File: config.mk
export PLATFORM = sky130hd
export DESIGN_NAME = hit_receiver_flat
export DESIGN_NICKNAME = d
export VERILOG_FILES = /design/src/rtl/fighter_pkg.sv /design/src/rtl/hit_receiver_if.sv /design/src/rtl/hitbox_overlap.sv /design/src/rtl/hit_receiver.sv /design/src/flat_wrapper.sv
export SDC_FILE = /design/constraint.sdc
export NUM_CORES = 1
export LEC_CHECK = 0
export CAP_MARGIN = 40
export CORE_MARGIN = 2
export CORE_UTILIZATION = 49
export DETAILED_ROUTE_END_ITERATION = 12
export GPL_ROUTABILITY_DRIVEN = 0
export PLACE_DENSITY = 0.85
export SYNTH_ARGS = -nofsm -noshare
export SYNTH_HDL_FRONTEND = slang
export SYNTH_SLANG_ARGS = --single-unit
File: constraint.sdc
create_clock -name clk -period 7.35 [get_ports clk]
set_clock_uncertainty 0.1 [all_clocks]
set_input_delay 1.1025 -clock clk [delete_from_list [all_inputs] [get_ports clk]]
set_output_delay 1.1025 -clock clk [all_outputs]
set_load 0.005 [all_outputs]
File: src/rtl/fighter_pkg.sv
// Shared fighter constants, state/attack encodings, the debug view of the
// hit receiver, and a saturating health subtract.
package fighter_pkg;

  // Box and attack geometry in pixels, shared with the renderer and player_attack.
  localparam int BOX_W  = 60;
  localparam int BOX_H  = 60;
  localparam int ATK1_W = 30;
  localparam int ATK1_H = 60;
  localparam int ATK2_W = 60;
  localparam int ATK2_H = 60;

  // Damage and health.
  localparam int DMG1       = 10;
  localparam int DMG2       = 20;
  localparam int CHIP_DMG   = 2;
  localparam int HEALTH_MAX = 100;
  localparam int HP_W       = 7;

  // Frame-count durations.
  localparam int HITSTUN_FRAMES = 20;
  localparam int INVULN_FRAMES  = 30;
  localparam int CNT_W          = 5;

  // Coordinate widths: screen positions are 10 bits, box math is 11 bits.
  localparam int COORD_W = 10;
  localparam int GEO_W   = 11;

  typedef enum logic [1:0] {
    ST_ALIVE  = 2'd0,
    ST_STUN   = 2'd1,
    ST_INVULN = 2'd2,
    ST_KO     = 2'd3
  } fighter_state_e;

  typedef enum logic [1:0] {
    ATK_NONE  = 2'd0,
    ATK_LIGHT = 2'd1,
    ATK_HEAVY = 2'd2
  } attack_type_e;

  // Internal view of the receiver, exported for checkers and the attack-box overlay.
  typedef struct packed {
    fighter_state_e   state;
    logic [CNT_W-1:0] stun_cnt;
    logic [CNT_W-1:0] inv_cnt;
    logic             consumed;
    logic             box_valid;
    logic [GEO_W-1:0] hit_l;
    logic [GEO_W-1:0] hit_r;
    logic [GEO_W-1:0] hit_t;
    logic [GEO_W-1:0] hit_b;
    logic             overlap;
  } hit_dbg_t;

  // h - d, but never below floor_v.
  function automatic logic [HP_W-1:0] sat_sub(input logic [HP_W-1:0] h,
                                               input logic [HP_W-1:0] d,
                                               input logic [HP_W-1:0] floor_v);
    if (h > d + floor_v) return h - d;
    else return floor_v;
  endfunction

endpackage

File: src/rtl/hit_receiver_if.sv
// Signal bundle between the attacker/defender logic and the hit receiver.
// There is no valid/ready handshake: SCEN is a one-clk frame strobe that
// qualifies every input on that clk; outputs are registered and valid on
// every clk, changing only on the clk after a SCEN (or after reset).
interface hit_receiver_if;
  import fighter_pkg::*;

  logic               SCEN;
  logic               enable;
  logic [COORD_W-1:0] atk_pos_x;
  logic [COORD_W-1:0] atk_pos_y;
  logic               atk_facing_right;
  logic               attack_active;
  logic [1:0]         attack_type;
  logic [COORD_W-1:0] def_pos_x;
  logic [COORD_W-1:0] def_pos_y;
  logic               def_block;

  logic [HP_W-1:0]    health;
  logic               hit_pulse;
  logic               block_pulse;
  logic               hit_stun;
  logic               invuln;
  logic               knockback_right;
  logic               ko;
  hit_dbg_t           dbg;

  modport master (
    output SCEN, enable, atk_pos_x, atk_pos_y, atk_facing_right,
           attack_active, attack_type, def_pos_x, def_pos_y, def_block,
    input  health, hit_pulse, block_pulse, hit_stun, invuln,
           knockback_right, ko, dbg
  );

  modport slave (
    input  SCEN, enable, atk_pos_x, atk_pos_y, atk_facing_right,
           attack_active, attack_type, def_pos_x, def_pos_y, def_block,
    output health, hit_pulse, block_pulse, hit_stun, invuln,
           knockback_right, ko, dbg
  );
endinterface

File: src/rtl/hitbox_overlap.sv
// Builds the attacker hitbox from position/facing/type and tests it against
// the defender hurtbox. Purely combinational; edges are half-open [l, r).
module hitbox_overlap
  import fighter_pkg::*;
(
  input  logic [COORD_W-1:0] atk_pos_x,
  input  logic [COORD_W-1:0] atk_pos_y,
  input  logic               atk_facing_right,
  input  logic [1:0]         attack_type,
  input  logic [COORD_W-1:0] def_pos_x,
  input  logic [COORD_W-1:0] def_pos_y,
  output logic               box_valid,
  output logic [GEO_W-1:0]   hit_l,
  output logic [GEO_W-1:0]   hit_r,
  output logic [GEO_W-1:0]   hit_t,
  output logic [GEO_W-1:0]   hit_b,
  output logic               overlap
);

  logic [GEO_W-1:0] w, h, ax, ay, dl, dr, dt, db;

  // Hitbox size by type, then edges; facing left clamps at x = 0 instead of wrapping.
  always_comb begin
    w         = '0;
    h         = '0;
    box_valid = 1'b0;
    case (attack_type)
      ATK_LIGHT: begin w = GEO_W'(ATK1_W); h = GEO_W'(ATK1_H); box_valid = 1'b1; end
      ATK_HEAVY: begin w = GEO_W'(ATK2_W); h = GEO_W'(ATK2_H); box_valid = 1'b1; end
      default:   begin w = '0; h = '0; box_valid = 1'b0; end
    endcase

    ax = {1'b0, atk_pos_x};
    ay = {1'b0, atk_pos_y};
    if (atk_facing_right) begin
      hit_l = ax + GEO_W'(BOX_W);
      hit_r = hit_l + w;
    end else begin
      hit_r = ax;
      hit_l = (ax >= w) ? ax - w : '0;
    end
    hit_t = ay;
    hit_b = ay + h;

    dl = {1'b0, def_pos_x};
    dr = dl + GEO_W'(BOX_W);
    dt = {1'b0, def_pos_y};
    db = dt + GEO_W'(BOX_H);

    overlap = box_valid && (hit_l < dr) && (dl < hit_r) && (hit_t < db) && (dt < hit_b);
  end

endmodule

File: src/rtl/hit_receiver.sv
// Defender-side hit handling: damage, chip damage on block, hit-stun,
// post-stun invulnerability and KO. All state advances on SCEN only.
module hit_receiver
  import fighter_pkg::*;
(
  input  logic           clk,
  input  logic           reset,
  hit_receiver_if.slave  bus
);

  fighter_state_e   state_q, state_d;
  logic [HP_W-1:0]  health_q, health_d;
  logic [CNT_W-1:0] stun_q, stun_d;
  logic [CNT_W-1:0] inv_q, inv_d;
  logic             consumed_q, consumed_d;
  logic             kb_q, kb_d;
  logic             hit_pulse_q, hit_pulse_d;
  logic             block_pulse_q, block_pulse_d;

  logic             box_valid, overlap, qualified;
  logic [GEO_W-1:0] hit_l, hit_r, hit_t, hit_b;
  logic [HP_W-1:0]  dmg;

  hitbox_overlap u_geom (
    .atk_pos_x        (bus.atk_pos_x),
    .atk_pos_y        (bus.atk_pos_y),
    .atk_facing_right (bus.atk_facing_right),
    .attack_type      (bus.attack_type),
    .def_pos_x        (bus.def_pos_x),
    .def_pos_y        (bus.def_pos_y),
    .box_valid        (box_valid),
    .hit_l            (hit_l),
    .hit_r            (hit_r),
    .hit_t            (hit_t),
    .hit_b            (hit_b),
    .overlap          (overlap)
  );

  // Only one hit per attack, and only while ALIVE; overlap already excludes types 0/3.
  assign qualified = bus.SCEN && bus.enable && bus.attack_active && overlap &&
                     !consumed_q && (state_q == ST_ALIVE);
  assign dmg = (bus.attack_type == ATK_HEAVY) ? HP_W'(DMG2) : HP_W'(DMG1);

  // State register; reset wins over SCEN.
  always_ff @(posedge clk) begin
    if (reset) begin
      state_q       <= ST_ALIVE;
      health_q      <= HP_W'(HEALTH_MAX);
      stun_q        <= '0;
      inv_q         <= '0;
      consumed_q    <= 1'b0;
      kb_q          <= 1'b0;
      hit_pulse_q   <= 1'b0;
      block_pulse_q <= 1'b0;
    end else begin
      state_q       <= state_d;
      health_q      <= health_d;
      stun_q        <= stun_d;
      inv_q         <= inv_d;
      consumed_q    <= consumed_d;
      kb_q          <= kb_d;
      hit_pulse_q   <= hit_pulse_d;
      block_pulse_q <= block_pulse_d;
    end
  end

  // Next-state: consumed clears even when disabled; everything else freezes unless SCEN && enable.
  always_comb begin
    state_d       = state_q;
    health_d      = health_q;
    stun_d        = stun_q;
    inv_d         = inv_q;
    consumed_d    = consumed_q;
    kb_d          = kb_q;
    hit_pulse_d   = 1'b0;
    block_pulse_d = 1'b0;

    if (bus.SCEN && !bus.attack_active) consumed_d = 1'b0;
    else if (qualified)                 consumed_d = 1'b1;

    if (bus.SCEN && bus.enable) begin
      case (state_q)
        ST_ALIVE: begin
          if (qualified) begin
            if (bus.def_block) begin
              health_d      = sat_sub(health_q, HP_W'(CHIP_DMG), HP_W'(1));
              block_pulse_d = 1'b1;
            end else begin
              health_d    = sat_sub(health_q, dmg, '0);
              hit_pulse_d = 1'b1;
              kb_d        = bus.atk_facing_right;
              if (health_d == '0) begin
                state_d = ST_KO;
              end else begin
                state_d = ST_STUN;
                stun_d  = CNT_W'(HITSTUN_FRAMES);
              end
            end
          end
        end
        ST_STUN: begin
          if (stun_q == CNT_W'(1)) begin
            state_d = ST_INVULN;
            stun_d  = '0;
            inv_d   = CNT_W'(INVULN_FRAMES);
          end else begin
            stun_d = stun_q - CNT_W'(1);
          end
        end
        ST_INVULN: begin
          if (inv_q == CNT_W'(1)) begin
            state_d = ST_ALIVE;
            inv_d   = '0;
          end else begin
            inv_d = inv_q - CNT_W'(1);
          end
        end
        ST_KO: begin
          state_d = ST_KO;
        end
      endcase
    end
  end

  assign bus.health          = health_q;
  assign bus.hit_pulse       = hit_pulse_q;
  assign bus.block_pulse     = block_pulse_q;
  assign bus.hit_stun        = (state_q == ST_STUN);
  assign bus.invuln          = (state_q == ST_INVULN);
  assign bus.ko              = (state_q == ST_KO);
  assign bus.knockback_right = kb_q;
  assign bus.dbg = '{state: state_q, stun_cnt: stun_q, inv_cnt: inv_q,
                     consumed: consumed_q, box_valid: box_valid,
                     hit_l: hit_l, hit_r: hit_r, hit_t: hit_t, hit_b: hit_b,
                     overlap: overlap};

endmodule

File: src/flat_wrapper.sv
// flat-port wrapper written by rule: the top's interface ports become plain ports
module hit_receiver_flat import fighter_pkg::*;
  (clk, reset, bus_SCEN, bus_enable, bus_atk_pos_x, bus_atk_pos_y, bus_atk_facing_right, bus_attack_active, bus_attack_type, bus_def_pos_x, bus_def_pos_y, bus_def_block, bus_health, bus_hit_pulse, bus_block_pulse, bus_hit_stun, bus_invuln, bus_knockback_right, bus_ko, bus_dbg);
  hit_receiver_if bus_i ();
  input  logic clk;
  input  logic reset;
  input wire logic [$bits(bus_i.SCEN)-1:0] bus_SCEN;
  input wire logic [$bits(bus_i.enable)-1:0] bus_enable;
  input wire logic [$bits(bus_i.atk_pos_x)-1:0] bus_atk_pos_x;
  input wire logic [$bits(bus_i.atk_pos_y)-1:0] bus_atk_pos_y;
  input wire logic [$bits(bus_i.atk_facing_right)-1:0] bus_atk_facing_right;
  input wire logic [$bits(bus_i.attack_active)-1:0] bus_attack_active;
  input wire logic [$bits(bus_i.attack_type)-1:0] bus_attack_type;
  input wire logic [$bits(bus_i.def_pos_x)-1:0] bus_def_pos_x;
  input wire logic [$bits(bus_i.def_pos_y)-1:0] bus_def_pos_y;
  input wire logic [$bits(bus_i.def_block)-1:0] bus_def_block;
  output wire logic [$bits(bus_i.health)-1:0] bus_health;
  output wire logic [$bits(bus_i.hit_pulse)-1:0] bus_hit_pulse;
  output wire logic [$bits(bus_i.block_pulse)-1:0] bus_block_pulse;
  output wire logic [$bits(bus_i.hit_stun)-1:0] bus_hit_stun;
  output wire logic [$bits(bus_i.invuln)-1:0] bus_invuln;
  output wire logic [$bits(bus_i.knockback_right)-1:0] bus_knockback_right;
  output wire logic [$bits(bus_i.ko)-1:0] bus_ko;
  output wire logic [$bits(bus_i.dbg)-1:0] bus_dbg;
  assign bus_i.SCEN = bus_SCEN;
  assign bus_i.enable = bus_enable;
  assign bus_i.atk_pos_x = bus_atk_pos_x;
  assign bus_i.atk_pos_y = bus_atk_pos_y;
  assign bus_i.atk_facing_right = bus_atk_facing_right;
  assign bus_i.attack_active = bus_attack_active;
  assign bus_i.attack_type = bus_attack_type;
  assign bus_i.def_pos_x = bus_def_pos_x;
  assign bus_i.def_pos_y = bus_def_pos_y;
  assign bus_i.def_block = bus_def_block;
  assign bus_health = bus_i.health;
  assign bus_hit_pulse = bus_i.hit_pulse;
  assign bus_block_pulse = bus_i.block_pulse;
  assign bus_hit_stun = bus_i.hit_stun;
  assign bus_invuln = bus_i.invuln;
  assign bus_knockback_right = bus_i.knockback_right;
  assign bus_ko = bus_i.ko;
  assign bus_dbg = bus_i.dbg;
  hit_receiver u_core (.clk(clk), .reset(reset), .bus(bus_i));
endmodule
; Word-level counts from Yosys, hierarchy flattened
; Index checks and enable logic that the tools add are counted.
[op_classes]
addsub = 10
multipliers = 0
div = 0
order_cmp = 7
eq_ne = 12
shifts = 0
muxes = 30
bitwise_logic = 4
n_reduce_logical = 24
[op_table]
columns = op, count
row1 = $mux W7, 7
row2 = $mux W5, 7
row3 = $add A10 B6 Y11 const B, 3
row4 = $lt A10 B11 Y1, 3
row5 = $mux W11, 3
row6 = $pmux W5 S2, 2
row7 = $pmux W6 S2, 1
row8 = $add A10 B11 Y11, 1
row9 = $add A11 B11 Y11, 1
row10 = $ge A10 B11 Y1, 1
row11 = $lt A11 B11 Y1, 1
row12 = $sub A10 B11 Y11, 1
row13 = $eq A5 B1 Y1 const B, 2
row14 = $logic_and A1 B1 Y1, 10
row15 = $mux W2, 5
row16 = $reduce_and A5 Y1, 2
row17 = $sub A5 B1 Y5 const B, 2
row18 = $pmux W2 S4, 1
row19 = $gt A7 B2 Y1 const B, 1
row20 = $gt A7 B7 Y1, 1
row21 = $logic_not A7 Y1, 1
row22 = $sub A7 B2 Y7 const B, 1
row23 = $sub A7 B7 Y7, 1
row24 = $eq A2 B2 Y1 const B, 3
row25 = 13 further kinds, 26
[totals]
reg_bits = 23
latchBits = 0
mem_bits_rw = 0
mem_bits_ro = 0
input_bits = 49
output_inout_bits = 72
elab_cells = 95
n_memories = 0

; Depth between registers and ports, before layout
; Gate-level depths: netlist (run 1).
[depth]
ltp_word = 21
ltp_mapped = 23

; By module
; From an unflattened synthesis (run 1), not the netlist that was laid out.
[unflattened]
cells_unflattened = 551
area_unflattened_um2 = 4145.2
[modules_own_cells]
columns = mod, instances, cells_per_inst, area_per_inst_um2, seq_area_each_um2
row1 = hitbox_overlap, 1, 343, 2533.7, 0.0
row2 = hit_receiver, 1, 208, 1611.5, 460.4

; Worst setup path after synthesis (run 1)
; OpenSTA, ideal clock, no wires.
[synth_timing]
path_type = input to output
start = in bus_attack_type[0]
end = out bus_dbg[0]
t_arrival_ns = 5.121
t_required_ns = 6.148
slack_ns = 1.027
path_stages = 20
n_path_buf = 3
path_cell_list = inv_1 -> ha_1 -> buf_2 -> inv_1 -> ha_1 -> ha_1 -> a21oi_1 -> o31ai_1 -> nor3_2 -> clkbuf_1 -> or3_1 -> o21ai_0 -> ha_1 -> nand3_1 -> o221a_2 -> o22a_1 -> nand4_1 -> nor4_4 -> and2_1 -> buf_4
[synth_via]
word_cells_on_any_way = 20
classes_between = add/sub (3) / order compare (4) / eq/ne (2) / mux (6) / reduce/logical (5)
[synth_lines]
columns = element, line_no
row1 = "start, declared", flat_wrapper.sv:13  ; input wire logic [$bits(bus_i.attack_type)-1:0] bus_attack_type;
row2 = $eq A2 B1 Y1 or $eq A2 B2 Y1 (tied branches), hitbox_overlap.sv:27  ; case (attack_type)
row3 = $reduce_or A2 Y1 (no line) (*), --
row4 = $mux W1 (*), hitbox_overlap.sv:27
row5 = via u_core.box_valid, hit_receiver.sv:20  ; logic box_valid, overlap, qualified;
row6 = $logic_and A1 B1 Y1 (*) (4 in a row), hitbox_overlap.sv:50  ; overlap = box_valid && (hit_l < dr) && (dl < hit_r) && (hit_t < db) && (dt < hit_b);
row7 = "end, declared", flat_wrapper.sv:24  ; output wire logic [$bits(bus_i.dbg)-1:0] bus_dbg;
; Mark *: on every way through the listed nets, which the timed path passes. The rest lies on a longest branch.

; Worst setup path after layout (run 1)
[layout_timing]
start = in bus_attack_type[0]
end = out bus_dbg[0]
[layout_via]
elab_chain_cells = 10
word_cells_on_any_way = 20
classes_between = add/sub (3) / order compare (4) / eq/ne (2) / mux (6) / reduce/logical (5)
[layout_rtl]
columns = element, line_no
row1 = $eq A2 B2 Y1 or $eq A2 B1 Y1 (tied branches), hitbox_overlap.sv:27
row2 = $pmux W6 S2, hitbox_overlap.sv:27
row3 = $sub A10 B11 Y11 or $ge A10 B11 Y1 (tied branches), hitbox_overlap.sv:40  ; hit_l = (ax >= w) ? ax - w : '0;
row4 = $mux W11, hitbox_overlap.sv:40
row5 = $mux W11, hitbox_overlap.sv:35  ; if (atk_facing_right) begin
row6 = $lt A11 B11 Y1, hitbox_overlap.sv:50
row7 = $logic_and A1 B1 Y1 (3 in a row), hitbox_overlap.sv:50
row8 = $logic_and A1 B1 Y1 (*), hitbox_overlap.sv:50
; Every way passes the cells marked *; elsewhere a longest branch is shown, timed or not.

==> results_dict.tcl, run 1 <==
set metrics [dict create \
    outcome "completed" \
    synth-seq-cells 23 \
    num_rows 33 \
    wl_per_cell_um 15.72 \
    hold_viol_final 0 \
    vias 4421 \
    postSynthAreaPerCell_um2 7.390 \
    antenna_found_initial 0 \
    nNetsFinal 771 \
    synth_mux_area_frac 0.01009 \
    root_buffer "clkbuf_8" \
    grtUsageMet2 0.4437 \
    hold_ws_ns 0.4049 \
    dieArea_um2 9102 \
    ios 121 \
    coreArea_um2 8175 \
    use_met3 0.03715 \
    stdcell_area_um2 5320 \
    setup_viol 0 \
    fmax_mhz 142.7 \
    port-buffer-count 119 \
    layout_commonest_cell "clkdlybuf4s50_1" \
    async_flop_share 0 \
    layout_common_cells "119 x clkdlybuf4s50_1, 68 x ha_1, 57 x inv_1" \
    max-cap-violations 0 \
    worstPathCellList "clkdlybuf4s50_1, inv_1, ha_1, inv_1, ha_1, ha_1, a21oi_1, o31ai_2, nor3_2, buf_4, or3_1, o21ai_0, ha_1, nand3_1, o221a_2, o22a_1, nand4_1, nor4_4, and2_1, clkdlybuf4s50_1" \
    cts_made_buffers 3 \
    post_cts_buffers 0 \
    netlist_area_um2 4094 \
    synthesis.nets 674 \
    use_met1 0.3215 \
    wirelength_mm 11.87 \
    seq_area_frac_synth 0.1125 \
    rsz0062_at_grt "no" \
    holdBufCountCts 0 \
    cts.path.max_buffers 2 \
    drtIter0Drc 208 \
    hp-start "u_core.bus.knockback_right$_SDFFE_PP0P_" \
    ys.flop_type "dfxtp_1" \
    hpwl_mm 9.641 \
    placed_cell_area_um2 5269 \
    diodes 0 \
    cp_num_buf_inv 5 \
    grt-ovfl-total 0 \
    synth_top_family_by_area "simple AND/OR/NAND/NOR gates" \
    cts_resized 0 \
    reg2reg_from "u_core.bus.health[1]$_SDFFE_PP0P_" \
    ir_drop_uv 63.71 \
    crit_family "buffers and inverters" \
    leakage_nw 2.269 \
    via_per_inst 5.856 \
    tns_ns 0 \
    cts_sinks 23 \
    drtPass1Iterations 5 \
    grt_usage 0.2524 \
    postRouteAntennaNets 0 \
    synth_edf_count 0 \
    clkLatencyLatePin_ns 0.27 \
    die-height_um 95.41 \
    clkTransAtPathRegs_ns 0.08 \
    cp-end-kind "output port" \
    final_layout_size_suffix_gt1_frac 0.04308 \
    crit_arrival_ns 5.80 \
    period_share 0.9533 \
    synthXorXnorAreaFrac 0.08557 \
    first_global_vias 4176 \
    post-route-min-period_ns 7.007 \
    synth_cells 554 \
    yosys_warnings 0 \
    drc 0 \
    p_per_area_nw_per_um2 103.7 \
    cpMaxStageDelayCell "clkdlybuf4s50_1" \
    chipWidth_um 95.41 \
    crit_fanout 9 \
    htree_levels 1 \
    crit_required_ns 6.15 \
    tightestPinTransition_ns 0.7779 \
    synth_fa_ha_area_frac 0.2249 \
    yosysUniqueCellTypes 71 \
    initial_core_util 0.5008 \
    hold_path.class "reg -> reg" \
    syn_to_final_growth_pct 29.95 \
    cts_tree "built" \
    slew_violations 0 \
    grt_busiest_layer "met2" \
    synth_compound_area_frac 0.2280 \
    startpoint_type "primary input" \
    grt_max_degree 26 \
    path_class "in -> out" \
    grt_pass1_wl_mm 18.77 \
    crit_top_cell "ha_1" \
    synth-simple-area-share 0.2369 \
    slew_headroom 0.4798 \
    startpoint "bus_attack_type[0]" \
    crit_path_max_incr_delay_ns 0.49 \
]
==> cells in the mapped netlist, types with 9 or more instances <==
master    count  area (um2)
ha_1         68       850.8
inv_1        57       214.0
nand2_1      43       161.4
nor2_1       35       131.4
a21oi_1      34       170.2
o21ai_0      33       165.2
dfxtp_1      23       460.4
xnor2_1      22       192.7
nand3_1      19       95.09
xor2_1       18       157.7
buf_4        17       127.6
nor3_1       17       85.08
o31ai_1      10       75.07
clkbuf_1      9       33.78
==> state kept, by name, summed over array words and instances, names as in the netlist <==
signal / cells
u_core.bus.hit_pulse: 1
u_core.bus.health: 7
u_core.inv_q: 5
u_core.bus.block_pulse: 1
u_core.state_q: 2
u_core.stun_q: 5
u_core.bus.knockback_right: 1
u_core.consumed_q: 1
==> stage by stage <==
step | util | worst slack [ns] | power (mW) | instances
final | 0.6508 | 0.3432 | 0.5516 | 755
after global placement | 0.6445 | 0.3888 | 0.4577 | 751
after floorplan | - | 1.027 | 0.3314 | 554
after global routing | 0.6508 | 0.1309 | 0.5933 | 755
after CTS | 0.6501 | 0.2066 | 0.5486 | 755
after detailed placement | 0.6445 | 0.2105 | 0.4698 | 751
==> path summary, 6_finish.rpt <==
kind	slack, ns	end	cells after the start
min	0.40	u_core.bus.knockback_right$_SDFFE_PP0P_	2
min reg2reg	0.40	u_core.bus.knockback_right$_SDFFE_PP0P_	2
max reg2reg	4.00	u_core.stun_q[1]$_SDFFE_PP0P_	12
max	0.34	bus_dbg[0]	20
==> where the power goes <==
group          switching [mW]  internal, mW  total [mW]  leakage, nW
logic                   0.173         0.173       0.346         2.06
clock network          0.0413        0.0379      0.0792       0.0255
registers             0.00101         0.125       0.126        0.185
==> routing by layer <==
layer | part of all wire | up-vias | routed length (um)
li1 | - | 2188 | -
met1 | 0.43 | 2047 | 5088
met3 | 0.069 | 20 | 819
met2 | 0.49 | 166 | 5760
met5 | 0 | - | 0
met4 | 0.017 | 0 | 197
==> worst reg2reg max path, cell delays in order, from the launching register on <==
cell and delay [ns]:
dfxtp_1 0.43, inv_1 0.13, ha_1 0.25, inv_1 0.07
fa_1 0.20, nand3_1 0.10, and2_1 0.20, o21ai_1 0.36
a31oi_1 0.20, nor4_1 0.35, a31oi_2 0.23, or4b_1 0.52
a21oi_1 0.14
==> final cells by class <==
type / count / area (um2)
clock buffers: 3 / 41.29
multi-input cells: 440 / 3224
fillers: 710 / 2855
inverters: 57 / 214.0
flip-flops and latches: 23 / 460.4
clock inverters: 1 / 5.005
well taps: 105 / 131.4
repair buffers: 126 / 1244
==> kinds of logic after synthesis <==
kind of cell,Yosys count
and+or+nand+nor,183
AOI/OAI and AO/OA,140
buffers and inverters,91
adders and majority gates,72
xor gates and xnor gates,40
DFF,23
muxes,4
other,1
(Power assumes the default switching activity.)
==> run 2, diff against run 1 <==
- TNS_END_PERCENT: not set -> 5
==> results of run 2 <==
Final layout, timing and power as in run 1 (identical DEF).
